===== src/rtl/cache_mon_pkg.sv =====
// Shared types and default sizing for the cache hit-rate monitor.
// Holds the FSM state enum, default parameter values and the snapshot record layout.
package cache_mon_pkg;

   localparam int DEF_CNT_W         = 16;
   localparam int DEF_WIN_W         = 20;
   localparam int DEF_WINDOW_CYCLES = 100000;

   typedef enum logic [0:0] {
      IDLE  = 1'b0,
      COUNT = 1'b1
   } state_t;

   // Snapshot record at default counter width (handy for readers/benches of a default build).
   typedef struct packed {
      logic [DEF_CNT_W-1:0] hits;
      logic [DEF_CNT_W-1:0] accesses;
      logic                 sat;
   } snap_t;

endpackage


===== src/rtl/sat_counter.sv =====
// Saturating up-counter: sticks at all-ones and flags any increment it had to drop.
// count_next is the value after this cycle's increment, before any clear takes effect.
module sat_counter #(
   parameter int W = 16
) (
   input  logic         clk,
   input  logic         resetn,
   input  logic         inc,
   input  logic         clr,
   output logic [W-1:0] count_next,
   output logic         sat
);

   localparam logic [W-1:0] MAX = '1;

   logic [W-1:0] count_reg;

   assign sat        = inc && (count_reg == MAX);
   assign count_next = (inc && !sat) ? count_reg + W'(1) : count_reg;

   always_ff @(posedge clk or negedge resetn) begin
      if (!resetn) begin
         count_reg <= '0;
      end else if (clr) begin
         count_reg <= '0;
      end else begin
         count_reg <= count_next;
      end
   end

endmodule


===== src/rtl/cache_hit_monitor.sv =====
// Counts accesses and cache hits over fixed windows and offers each window's totals
// on a valid/ready snapshot port, flagging saturation and unread-snapshot overflow.
module cache_hit_monitor
   import cache_mon_pkg::*;
#(
   parameter int CNT_W         = DEF_CNT_W,
   parameter int WIN_W         = DEF_WIN_W,
   parameter int WINDOW_CYCLES = DEF_WINDOW_CYCLES
) (
   input  logic             clk,
   input  logic             resetn,
   input  logic             enable,
   input  logic             clear,
   input  logic             acc_done,
   input  logic             found_in_cache,
   output logic             snap_valid,
   input  logic             snap_ready,
   output logic [CNT_W-1:0] snap_hits,
   output logic [CNT_W-1:0] snap_accesses,
   output logic             snap_overflow,
   output logic             sat_flag
);

   typedef struct packed {
      logic [CNT_W-1:0] hits;
      logic [CNT_W-1:0] accesses;
      logic             sat;
   } win_snap_t;

   localparam logic [WIN_W-1:0] LAST_TICK = WIN_W'(WINDOW_CYCLES - 1);

   // State follows enable directly, so an N-cycle enable gap freezes exactly N cycles.
   state_t state;
   logic   active;
   assign state  = enable ? COUNT : IDLE;
   assign active = (state == COUNT);

   logic [WIN_W-1:0] timer_reg;
   logic             window_end;
   logic             restart;
   logic             accept;

   assign window_end = active && (timer_reg == LAST_TICK) && !clear;
   assign restart    = clear || window_end;
   assign accept     = snap_valid && snap_ready;

   logic [CNT_W-1:0] hits_next;
   logic [CNT_W-1:0] acc_next;
   logic             hits_sat;
   logic             acc_sat;
   logic             sat_reg;

   sat_counter #(.W(CNT_W)) u_hits (
      .clk        (clk),
      .resetn     (resetn),
      .inc        (active && acc_done && found_in_cache),
      .clr        (restart),
      .count_next (hits_next),
      .sat        (hits_sat)
   );

   sat_counter #(.W(CNT_W)) u_accesses (
      .clk        (clk),
      .resetn     (resetn),
      .inc        (active && acc_done),
      .clr        (restart),
      .count_next (acc_next),
      .sat        (acc_sat)
   );

   always_ff @(posedge clk or negedge resetn) begin
      if (!resetn) begin
         timer_reg <= '0;
         sat_reg   <= 1'b0;
      end else if (restart) begin
         timer_reg <= '0;
         sat_reg   <= 1'b0;
      end else if (active) begin
         timer_reg <= timer_reg + WIN_W'(1);
         sat_reg   <= sat_reg | hits_sat | acc_sat;
      end
   end

   // The captured values include this cycle's event so nothing falls between windows.
   win_snap_t new_snap;
   win_snap_t snap_reg;
   logic      valid_reg;
   logic      overflow_reg;

   always_comb begin
      new_snap          = '0;
      new_snap.hits     = hits_next;
      new_snap.accesses = acc_next;
      new_snap.sat      = sat_reg | hits_sat | acc_sat;
   end

   always_ff @(posedge clk or negedge resetn) begin
      if (!resetn) begin
         snap_reg     <= '0;
         valid_reg    <= 1'b0;
         overflow_reg <= 1'b0;
      end else begin
         if (accept) begin
            valid_reg    <= 1'b0;
            overflow_reg <= 1'b0;
         end
         if (window_end) begin
            if (!valid_reg || accept) begin
               snap_reg  <= new_snap;
               valid_reg <= 1'b1;
            end else begin
               overflow_reg <= 1'b1;
            end
         end
      end
   end

   assign snap_valid    = valid_reg;
   assign snap_hits     = snap_reg.hits;
   assign snap_accesses = snap_reg.accesses;
   assign sat_flag      = snap_reg.sat;
   assign snap_overflow = overflow_reg;

endmodule


===== config.mk =====
export PLATFORM = sky130hd
export DESIGN_NAME = cache_hit_monitor
export DESIGN_NICKNAME = d
export VERILOG_FILES = /design/src/rtl/cache_mon_pkg.sv /design/src/rtl/sat_counter.sv /design/src/rtl/cache_hit_monitor.sv
export SDC_FILE = /design/constraint.sdc
export NUM_CORES = 1
export LEC_CHECK = 0
export BUFFER_PORTS_ARGS = -buffer_cell sky130_fd_sc_hd__buf_4
export CAP_MARGIN = 20
export CORE_ASPECT_RATIO = 1.25
export CORE_MARGIN = 1
export CORE_UTILIZATION = 35
export CTS_BUF_LIST = sky130_fd_sc_hd__clkbuf_16
export DETAILED_ROUTE_END_ITERATION = 8
export MAX_ROUTING_LAYER = met4
export PLACE_DENSITY_LB_ADDON = 0.1
export SETUP_SLACK_MARGIN = 0.4
export SLEW_MARGIN = 10
export SYNTH_ARGS = -nofsm -noshare
export SYNTH_HDL_FRONTEND = slang
export SYNTH_SLANG_ARGS = --single-unit
export TNS_END_PERCENT = 1

===== constraint.sdc =====
create_clock -name clk -period 2.93 [get_ports clk]
set_input_delay 0.4395 -clock clk [delete_from_list [all_inputs] [get_ports clk]]
set_output_delay 0.4395 -clock clk [all_outputs]
set_load 0.01 [all_outputs]

==> results of run 1 <==
where the power goes:
part | switching, mW | internal, mW
clock | 0.468 | 0.732
combinational | 0.0532 | 0.0198
sequential | 0.00522 | 1.22
total | 0.526 | 1.97
logic make-up (layout without fill, tap and decap cells):
kind of cell / after synthesis / count (layout) / synth area share, %
XOR/XNOR: 45 / 45 / 9.69
buffers and inverters: 20 / 66 / 2.28
multiplexers: 5 / 5 / 1.26
flip-flops: 88 / 88 / 54.2
AO/OA/AOI/OAI: 45 / 45 / 7.23
AND/OR/NAND/NOR: 204 / 204 / 24.5
adder cells (fa/ha/maj): 3 / 3 / 0.923
final timing paths:
kind	startpoint	endpoint	slack, ns
min in group clk	snap_ready	snap_overflow$_DFF_PN0_	0.27
worst min register to register	snap_hits[5]$_DFFE_PN0P_	snap_hits[5]$_DFFE_PN0P_	0.48
worst max register to register	timer_reg[17]$_DFFE_PN0P_	sat_reg$_DFFE_PN0P_	0.86
max in group asynchronous	resetn	u_accesses.count_reg[12]$_DFF_PN0_	2.21
worst min-delay path	resetn	snap_accesses[9]$_DFFE_PN0P_	0.07
worst max-delay path	timer_reg[17]$_DFFE_PN0P_	sat_reg$_DFFE_PN0P_	0.86
per-layer routing:
layer | up-vias | GRT usage (%) | routed length [um]
met5 | - | - | 0
met3 | 11 | 3.36 | 229
met1 | 1436 | 20.7 | 4060
met2 | 46 | 25.6 | 4040
met4 | 0 | 6.72 | 153
li1 | 1483 | - | -
final cells by class:
| cell class | instances | area share [%] |
|---|---|---|
| sequential | 88 | 45.6 |
| clock inverter | 7 | 1.63 |
| timing repair buffer | 47 | 7.57 |
| inverter | 3 | 0.233 |
| multi-input combinational | 302 | 36.8 |
| tap | 135 | 3.50 |
| clock buffer | 9 | 4.67 |
stage by stage:
step           area [um^2]  std cells
3_3_place_gp          4520        575
6_report              4830        591
5_1_grt               4830        591
2_1_floorplan         4070        410
4_1_cts               4830        591
3_5_place_dp          4520        575
worst max-delay path: cells and delay by family (launching register included):
family / cells / cell delay, ns
buf+inv: 1 / 0.34
flops: 1 / 0.40
simple gates: 5 / 1.20
synth_stat cells, types with 3 or more instances:
| cell | number |
|---|---|
| buf_2 | 8 |
| mux2i_1 | 4 |
| and2_1 | 3 |
| nand2b_1 | 3 |
| inv_1 | 3 |
| and4_1 | 4 |
| nor2_1 | 66 |
| xor2_1 | 9 |
| o21ai_2 | 10 |
| ha_1 | 3 |
| nor4_1 | 9 |
| xnor2_1 | 36 |
| nand2_1 | 54 |
| and3_1 | 7 |
| dfrtp_1 | 88 |
| nor2b_1 | 4 |
| nor3_1 | 14 |
| nand3_1 | 17 |
| nand4_1 | 11 |
| o21ai_1 | 23 |
| clkbuf_1 | 8 |
==> metrics.cfg, run 1 <==
[timing]
period_minus_slack_ns = 2.07
finalCritPeriodShare_pct = 70.6
fin_ws_ns = 0.860
slew_violations = 0
setup_viol = 0
tightestPinTransition_ns = 0.542
final_hold_viol_count = 0
fin_skew_ns = 0.00585
hold_ws_ns = 0.0715
fmax_ghz = 0.483
setup_tns_ns = 0
relSlewSlack_pct = 63.6
rsz0062_at_grt = false

[finish]
areaGrowthSynthToFinish_pct = 18.7
final_common_cell = dfrtp_1
seq_area_um2 = 2200
layout_common_cells = dfrtp_1 (88), nor2_1 (66), nand2_1 (54)
nNetsFinal = 461
largest_reg_flops = 20
antenna_cells = 0
multi_input_area_um2 = 1770
nFillCells = 1117
final_util_pct = 43.1
post_route_cells_drive_above_1_share_pct = 16.9

[routing]
drt_pass1_iterations = 6
wl_per_cell_um = 14.4
wl_mm = 8.49
drtAntennaViolNets = 0
drc = 0
dr_total_vias = 2976
viasPerCell = 5.04
drt_iter0_drc = 91

[yosys]
ys_types = 41
synth_cells = 410
ys_async_sr_fraction_pct = 100
synth_edf_count = 0
ys_seq_elements = 88
synth_flop_cell = dfrtp_1
yosysTopAreaCellShare_pct = 54.2
syn_nets = 420
yosys-top-cells-area = dfrtp_1 (54%), xnor2_1 (7.8%), nor2_1 (6.1%), nand2_1 (5.0%), o21ai_1 (2.8%)
syn-cell-area_um2 = 4070
yosysSeqAreaShare_pct = 54.2
synth_area_per_cell_um2 = 9.92
ys_warn_count = 0
synth.largest_area_cell = dfrtp_1

[power_and_ir_drop]
power.total_mw = 2.50
p_leak_nw = 2.07
ir_drop_v = 0.000245
pwr_density_cell_nw_per_um2 = 518

[grt]
grt_start_max_net_pins = 55
grt_usage_pct = 16.3
grt_first_pass_wirelength_mm = 14.8
overflow = 0
antenna_found_initial = 0
grt_pass1_vias = 2943

[floorplanning]
die_area_um2 = 12100
core_um2 = 11200
start_util_pct = 36.3
die_w_um = 98.4
io_pins = 42
die_y_um = 123
rows = 43

[run]
cap_violations = 0

[placed_design]
place_hpwl_mm = 5.75
io_buffers = 41
place_congestion = 0.828
place_ws_ns = 0.852

[worst_hold_path]
hold_path_class = in -> async

[clocking]
cts_tree = yes
hold_buffers = 0
ctsResizeCount = 0
cts.sinks = 88
post-cts-setup-buffer-count = 0
insertion_delay_ns = 0.34
cts-root-buf = clkbuf_16
cts-htree-levels = 3
cts_buffer_depth = 2
path_clk_slew_ns = 0.06
numCtsBuffers = 9

[status]
outcome = completed

[critical_path]
crit_chain = or3_4 > nor4_4 > nand4_2 > nand2b_2 > buf_4 > nor3_1
critPathMaxStageDelay_ns = 0.41
reg2reg_depth = 6
worstSetupPathType = reg -> reg
cp.required_ns = 3.15
critPathCaptureType = flop
cp_slowest_cell = or3_4
cp_max_fo = 23
critPathLaunchType = flop
arrival_ns = 2.29

Power figures use the tool's default switching activity.
==> run 2: changes to the inputs <==
==> constraint.sdc (replaced) <==
create_clock -name clk -period 1.72 [get_ports clk]
set_input_delay 0.258 -clock clk [delete_from_list [all_inputs] [get_ports clk]]
set_output_delay 0.258 -clock clk [all_outputs]
set_load 0.01 [all_outputs]
==> metrics.cfg, run 2 (same netlist as run 1, synthesis figures left out) <==
[grt]
busiest_layer = met2  ; unchanged
grt_util_met3_pct = 2.22  ; was 3.36%
overflow = 0  ; unchanged
use_met1_pct = 19.9  ; was 20.7%
grt_first_pass_wirelength_mm = 15.3  ; was 14.8 mm
grt_start_max_net_pins = 55  ; unchanged
grt_usage_pct = 16.8  ; was 16.3%
grt_pass1_vias = 3182  ; was 2943
gr-usage-met2_pct = 29.4  ; was 25.6%
antenna_found_initial = 0  ; unchanged

[finish]
fin_area_um2 = 5270  ; was 4830 um^2
nNetsFinal = 508  ; was 461
fin_cells = 638  ; was 591
antenna_cells = 0  ; unchanged
final_util_pct = 47.1  ; was 43.1%
post_route_cells_drive_above_1_share_pct = 27.4  ; was 16.9%
nFillCells = 1076  ; was 1117
layout_common_cells = buf_4 (88), dfrtp_1 (88), nor2_1 (64)  ; was dfrtp_1 (88), nor2_1 (66), nand2_1 (54)
largest_reg_flops = 20  ; unchanged
areaGrowthSynthToFinish_pct = 29.6  ; was 18.7%

[clocking]
cts-root-buf = clkbuf_16  ; unchanged
cts.sinks = 88  ; unchanged
post-cts-setup-buffer-count = 0  ; unchanged
insertion_delay_ns = 0.33  ; was 0.34 ns
path_clk_slew_ns = 0.06  ; about the same
cts_tree = yes  ; unchanged
cts-htree-levels = 3  ; unchanged
numCtsBuffers = 9  ; unchanged
cts_buffer_depth = 2  ; unchanged

[placed_design]
place_congestion = 0.811  ; was 0.828
dpl-instance-area_um2 = 4880  ; was 4520 um^2
place_inst = 620  ; was 575
place_hpwl_mm = 6.42  ; was 5.75 mm
place_ws_ns = -0.130  ; was 0.852 ns
io_buffers = 41  ; unchanged

[timing]
fin_ws_ns = -0.0373  ; was 0.860 ns
tightestPinTransition_ns = 0.443  ; was 0.542 ns
slew_violations = 0  ; unchanged
finalCritPeriodShare_pct = 102  ; was 70.6%
final_hold_viol_count = 0  ; unchanged
hold_ws_ns = 0.102  ; was 0.0715 ns
setup_viol = 48  ; was 0
fmax_ghz = 0.569  ; was 0.483 GHz
period_minus_slack_ns = 1.76  ; was 2.07 ns
relSlewSlack_pct = 70.4  ; was 63.6%
fin_skew_ns = 0.00389  ; was 0.00585 ns
rsz0062_at_grt = true  ; was false
setup_tns_ns = -1.09  ; was 0 ns

[critical_path]
arrival_ns = 1.97  ; was 2.29 ns
cp_max_fo = 18  ; was 23
critPathLaunchType = flop  ; unchanged
r2r_start = timer_reg[19]$_DFFE_PN0P_  ; was timer_reg[17]$_DFFE_PN0P_
worstSetupPathType = reg -> reg  ; unchanged
reg2reg_slack_ns = -0.04  ; was 0.86 ns
rr_endpoint = u_accesses.count_reg[14]$_DFF_PN0_  ; was sat_reg$_DFFE_PN0P_
reg2reg_depth = 7  ; was 6
crit_start = timer_reg[19]$_DFFE_PN0P_  ; was timer_reg[17]$_DFFE_PN0P_
cp.required_ns = 1.93  ; was 3.15 ns
endpoint = u_accesses.count_reg[14]$_DFF_PN0_  ; was sat_reg$_DFFE_PN0P_
critPathCaptureType = flop  ; unchanged

[floorplanning]
rows = 43  ; unchanged
start_util_pct = 36.3  ; unchanged
core_um2 = 11200  ; unchanged
die_y_um = 123  ; unchanged
die_area_um2 = 12100  ; unchanged
die_w_um = 98.4  ; unchanged
io_pins = 42  ; unchanged

[power_and_ir_drop]
power.total_mw = 3.96  ; was 2.50 mW
pwr_density_cell_nw_per_um2 = 751  ; was 518 nW/um^2
clkPwrFrac_pct = 43.1  ; was 48.0%
p_sw_share_pct = 22.0  ; was 21.1%
p_sw_mw = 0.872  ; was 0.526 mW
ir_drop_v = 0.000557  ; was 0.000245 V
p_leak_nw = 2.31  ; was 2.07 nW
seq_power_share_pct = 52.7  ; was 49.1%
power_frac_comb_pct = 4.2  ; was 2.9%
p_int_mw = 3.09  ; was 1.97 mW

[routing]
wl_per_cell_um = 14.5  ; was 14.4 um
dr_total_vias = 3159  ; was 2976
viasPerCell = 4.95  ; was 5.04
wl_mm = 9.25  ; was 8.49 mm
drt_iter0_drc = 154  ; was 91
drt_pass1_iterations = 6  ; unchanged
drc = 0  ; unchanged
drtAntennaViolNets = 0  ; unchanged

[run]
cap_violations = 0  ; unchanged

[worst_hold_path]
hold_path_class = in -> reg  ; was in -> async

[status]
outcome = finished, violations left  ; was completed
violations = setup timing

## run 2: changes by cell type in the layout (fill, tap and decap cells not counted), sizes merged
| cell | previous run | this run |
|---|---|---|
| bufinv | 2 | 0 |
| inv | 5 | 3 |
| clkinv | 3 | 7 |
| buf | 47 | 92 |
| clkbuf | 9 | 10 |
| dlygate4sd3 | 0 | 1 |
## run 2: how the worst min path moves through the flow
stage | start | to | slack (ns) | cells after the start
after floorplan | resetn | sat_flag$_DFFE_PN0P_ | -0.04 | 0
after global placement | resetn | snap_accesses[7]$_DFFE_PN0P_ | 0.16 | 1
after detailed placement | resetn | snap_accesses[9]$_DFFE_PN0P_ | 0.16 | 1
after CTS | snap_ready | snap_overflow$_DFF_PN0_ | 0.09 | 2
after global routing | snap_ready | snap_overflow$_DFF_PN0_ | 0.10 | 2
final | snap_ready | snap_overflow$_DFF_PN0_ | 0.10 | 2
## run 2: metal layers
layer | routed length, um | vias up | share of wire, %
li1 | - | 1581 | -
met4 | 152 | 0 | 1.6
met5 | 0 | - | 0
met3 | 143 | 11 | 1.5
met1 | 4340 | 1534 | 47
met2 | 4620 | 33 | 50
## run 2: worst max-delay path, cell delays in order, from the launching register on
cell	delay, ns
dfrtp_1	0.37
or3_4	0.41
nor4_4	0.16
nand4_2	0.13
buf_4	0.17
nand2b_4	0.13
clkbuf_16	0.21
nor2_1	0.06
## run 2: cell type report
cell class	instances	area [um^2]	area share, %
sequential	88	2200	41.8
multi-input combinational	302	1860	35.3
timing repair buffer	94	776	14.7
clock buffer	9	225	4.27
tap	135	169	3.20
clock inverter	7	28.8	0.546
inverter	3	11.3	0.214
## run 2: power by group through the flow
stage | clock [mW] | combinational [mW] | sequential, mW
2_1_floorplan | 0 | 0.0519 | 2.13
3_3_place_gp | 0 | 0.152 | 2.12
3_5_place_dp | 0 | 0.154 | 2.12
4_1_cts | 1.74 | 0.158 | 2.09
5_1_grt | 1.83 | 0.190 | 2.09
6_report | 1.71 | 0.167 | 2.09
## run 2: repair_timing
action | 4_1_cts | 5_1_grt
hold endpoints to repair | 18 | 0
setup endpoints to repair | 87 | 87
gates cloned | 0 | 1
pin swaps | 6 | 3
hold buffers | 1 | 0
resized for setup | 14 | 6
==> run 3: changes to the inputs <==
--- a/config.mk
+++ b/config.mk
@@ -7,11 +7,15 @@
 export LEC_CHECK = 0
 export BUFFER_PORTS_ARGS = -buffer_cell sky130_fd_sc_hd__buf_4
 export CAP_MARGIN = 20
+export CELL_PAD_IN_SITES_DETAIL_PLACEMENT = 1
+export CELL_PAD_IN_SITES_GLOBAL_PLACEMENT = 1
 export CORE_ASPECT_RATIO = 1.25
 export CORE_MARGIN = 1
 export CORE_UTILIZATION = 35
 export CTS_BUF_LIST = sky130_fd_sc_hd__clkbuf_16
 export DETAILED_ROUTE_END_ITERATION = 8
+export GPL_ROUTABILITY_DRIVEN = 0
+export GPL_TIMING_DRIVEN = 0
 export MAX_ROUTING_LAYER = met4
 export PLACE_DENSITY_LB_ADDON = 0.1
 export SETUP_SLACK_MARGIN = 0.4
==> metrics.cfg, run 3 (same netlist as run 1, synthesis figures left out) <==
[status]
outcome = finished, violations left  ; unchanged
violations = setup timing  ; unchanged

[routing]
dr_total_vias = 3151  ; was 3159
drtAntennaViolNets = 0  ; unchanged
wl_mm = 10.1  ; was 9.25 mm
viasPerCell = 5.11  ; was 4.95
wl_per_cell_um = 16.4  ; was 14.5 um
drc = 0  ; unchanged
drt_pass1_iterations = 6  ; unchanged
drt_iter0_drc = 67  ; was 154

[clocking]
cts.sinks = 88  ; unchanged
cts-root-buf = clkbuf_16  ; unchanged
numCtsBuffers = 9  ; unchanged
cts_buffer_depth = 2  ; unchanged
cts-htree-levels = 3  ; unchanged
cts_tree = yes  ; unchanged
path_clk_slew_ns = 0.07  ; was 0.06 ns
insertion_delay_ns = 0.33  ; about the same

[critical_path]
cp.required_ns = 1.98  ; was 1.93 ns
worstSetupPathType = reg -> reg  ; unchanged
crit_chain = or3_4 > nor4_4 > nand4_2 > or3_4 > buf_12 > o21ai_2  ; was or3_4 > nor4_4 > nand4_2 > buf_4 > nand2b_4 > clkbuf_16 > nor2_1
cp_top_family = simple AND/OR/NAND/NOR gates  ; unchanged
critPathCaptureType = flop  ; unchanged
critPathMaxStageDelay_ns = 0.43  ; was 0.41 ns
cp_max_fo = 10  ; was 18
rr_endpoint = snap_accesses[3]$_DFFE_PN0P_  ; was u_accesses.count_reg[14]$_DFF_PN0_
reg2reg_depth = 6  ; was 7
critPathMostFrequentCell = or3_4
critPathLaunchType = flop  ; unchanged
arrival_ns = 2.13  ; was 1.97 ns
reg2reg_slack_ns = -0.14  ; was -0.04 ns
r2r_start = timer_reg[19]$_DFFE_PN0P_  ; unchanged
cp_slowest_cell = or3_4  ; unchanged
path_buf_inv = 1  ; was 2

[floorplanning]
rows = 43  ; unchanged
core_um2 = 11200  ; unchanged
io_pins = 42  ; unchanged
die_w_um = 98.4  ; unchanged
die_area_um2 = 12100  ; unchanged
start_util_pct = 36.3  ; unchanged
die_y_um = 123  ; unchanged

[timing]
setup_tns_ns = -1.87  ; was -1.09 ns
rsz0062_at_grt = true  ; unchanged
tightestPinTransition_ns = 0.454  ; was 0.443 ns
relSlewSlack_pct = 69.6  ; was 70.4%
finalCritPeriodShare_pct = 108  ; was 102%
setup_viol = 29  ; was 48
period_minus_slack_ns = 1.86  ; was 1.76 ns
final_hold_viol_count = 0  ; unchanged
fin_ws_ns = -0.142  ; was -0.0373 ns
slew_violations = 0  ; unchanged
fin_skew_ns = 0.00871  ; was 0.00389 ns
hold_ws_ns = 0.0944  ; was 0.102 ns
fmax_ghz = 0.537  ; was 0.569 GHz

[finish]
post_route_cells_drive_above_1_share_pct = 27.0  ; was 27.4%
largest_reg_flops = 20  ; unchanged
nFillCells = 1276  ; was 1076
final_common_cell = dfrtp_1
nNetsFinal = 487  ; was 508
antenna_cells = 0  ; unchanged
layout_common_cells = dfrtp_1 (81), nor2_1 (64), nand2_1 (54)  ; was buf_4 (88), dfrtp_1 (88), nor2_1 (64)
fin_cells = 617  ; was 638
areaGrowthSynthToFinish_pct = 29.6  ; about the same

[worst_hold_path]
hold_path_class = in -> reg  ; unchanged
holdPathStages = 2  ; unchanged
holdPathEnd = snap_overflow$_DFF_PN0_  ; unchanged
min_from = snap_ready  ; unchanged

[run]
cap_violations = 0  ; unchanged

[grt]
grt_pass1_vias = 3360  ; was 3182
antenna_found_initial = 0  ; unchanged
overflow = 0  ; unchanged
grt_first_pass_wirelength_mm = 17.2  ; was 15.3 mm
grt_usage_pct = 19.0  ; was 16.8%
grt_start_max_net_pins = 59  ; was 55

[placed_design]
place_ws_ns = -0.473  ; was -0.130 ns
place_inst = 587  ; was 620
place_hpwl_mm = 7.08  ; was 6.42 mm
io_buffers = 41  ; unchanged

[power_and_ir_drop]
pwr_density_cell_nw_per_um2 = 820  ; was 751 nW/um^2
ir_drop_v = 0.000415  ; was 0.000557 V
p_leak_nw = 2.22  ; was 2.31 nW

[run 3: routing by layer]
metal | GRT usage, % | routed length [um] | vias to the layer above
met5 | - | 0 | -
met4 | 6.81 | 177 | 0
met3 | 3.19 | 250 | 13
met2 | 32.6 | 5210 | 43
met1 | 22.7 | 4460 | 1564
li1 | - | - | 1531
[run 3: what timing repair did]
item                       CTS  global route
gates resized for setup     43            25
hold buffers                 1             0
hold endpoints to repair    30             0
setup buffers               10             3
setup endpoints to repair   87            87
pin swaps                    7             9
[run 3: final cells by class]
class                           count  area [um^2]  area share (%)
Sequential cell                    88         2210            42.0
Multi-Input combinational cell    302         1920            36.4
Timing Repair Buffer               56          459            8.71
Clock buffer                        9          225            4.27
Buffer                             17          186            3.54
Tap cell                          135          169            3.21
Clock inverter                      7         87.6            1.66
Inverter                            3         11.3           0.214
[run 3: worst max-delay path by stage]
stage	endpoint	slack, ns	from	cells past startpoint
2_1_floorplan	snap_hits[15]$_DFFE_PN0P_	-0.07	timer_reg[19]$_DFFE_PN0P_	6
3_3_place_gp	snap_accesses[0]$_DFFE_PN0P_	-0.46	timer_reg[19]$_DFFE_PN0P_	6
3_5_place_dp	snap_accesses[1]$_DFFE_PN0P_	-0.47	timer_reg[19]$_DFFE_PN0P_	6
4_1_cts	snap_accesses[3]$_DFFE_PN0P_	-0.16	timer_reg[19]$_DFFE_PN0P_	6
5_1_grt	snap_accesses[3]$_DFFE_PN0P_	-0.22	u_accesses.count_reg[13]$_DFF_PN0_	7
6_report	snap_accesses[3]$_DFFE_PN0P_	-0.14	timer_reg[19]$_DFFE_PN0P_	6
[run 3: stage by stage]
| step | instance area (um^2) | total power [mW] | utilization, % |
|---|---|---|---|
| floorplan | 4070 | 2.18 | - |
| global placement | 4550 | 2.26 | 40.6 |
| detailed placement | 4570 | 2.27 | 40.9 |
| CTS | 5150 | 4.36 | 46.0 |
| global route | 5270 | 4.47 | 47.1 |
| finish | 5270 | 4.32 | 47.1 |
[run 3: worst register-to-register path, stage by stage (launching register included)]
cell and delay [ns]:
dfrtp_1 0.38, or3_4 0.41, nor4_4 0.14, nand4_2 0.15, or3_4 0.43, buf_12 0.17, o21ai_2 0.11
[run 3: power by group]
group | switching, mW | internal, mW | total (mW)
logic | 0.102 | 0.0554 | 0.157
clock network | 0.810 | 1.26 | 2.07
registers | 0.0125 | 2.08 | 2.09
total | 0.925 | 3.40 | 4.32
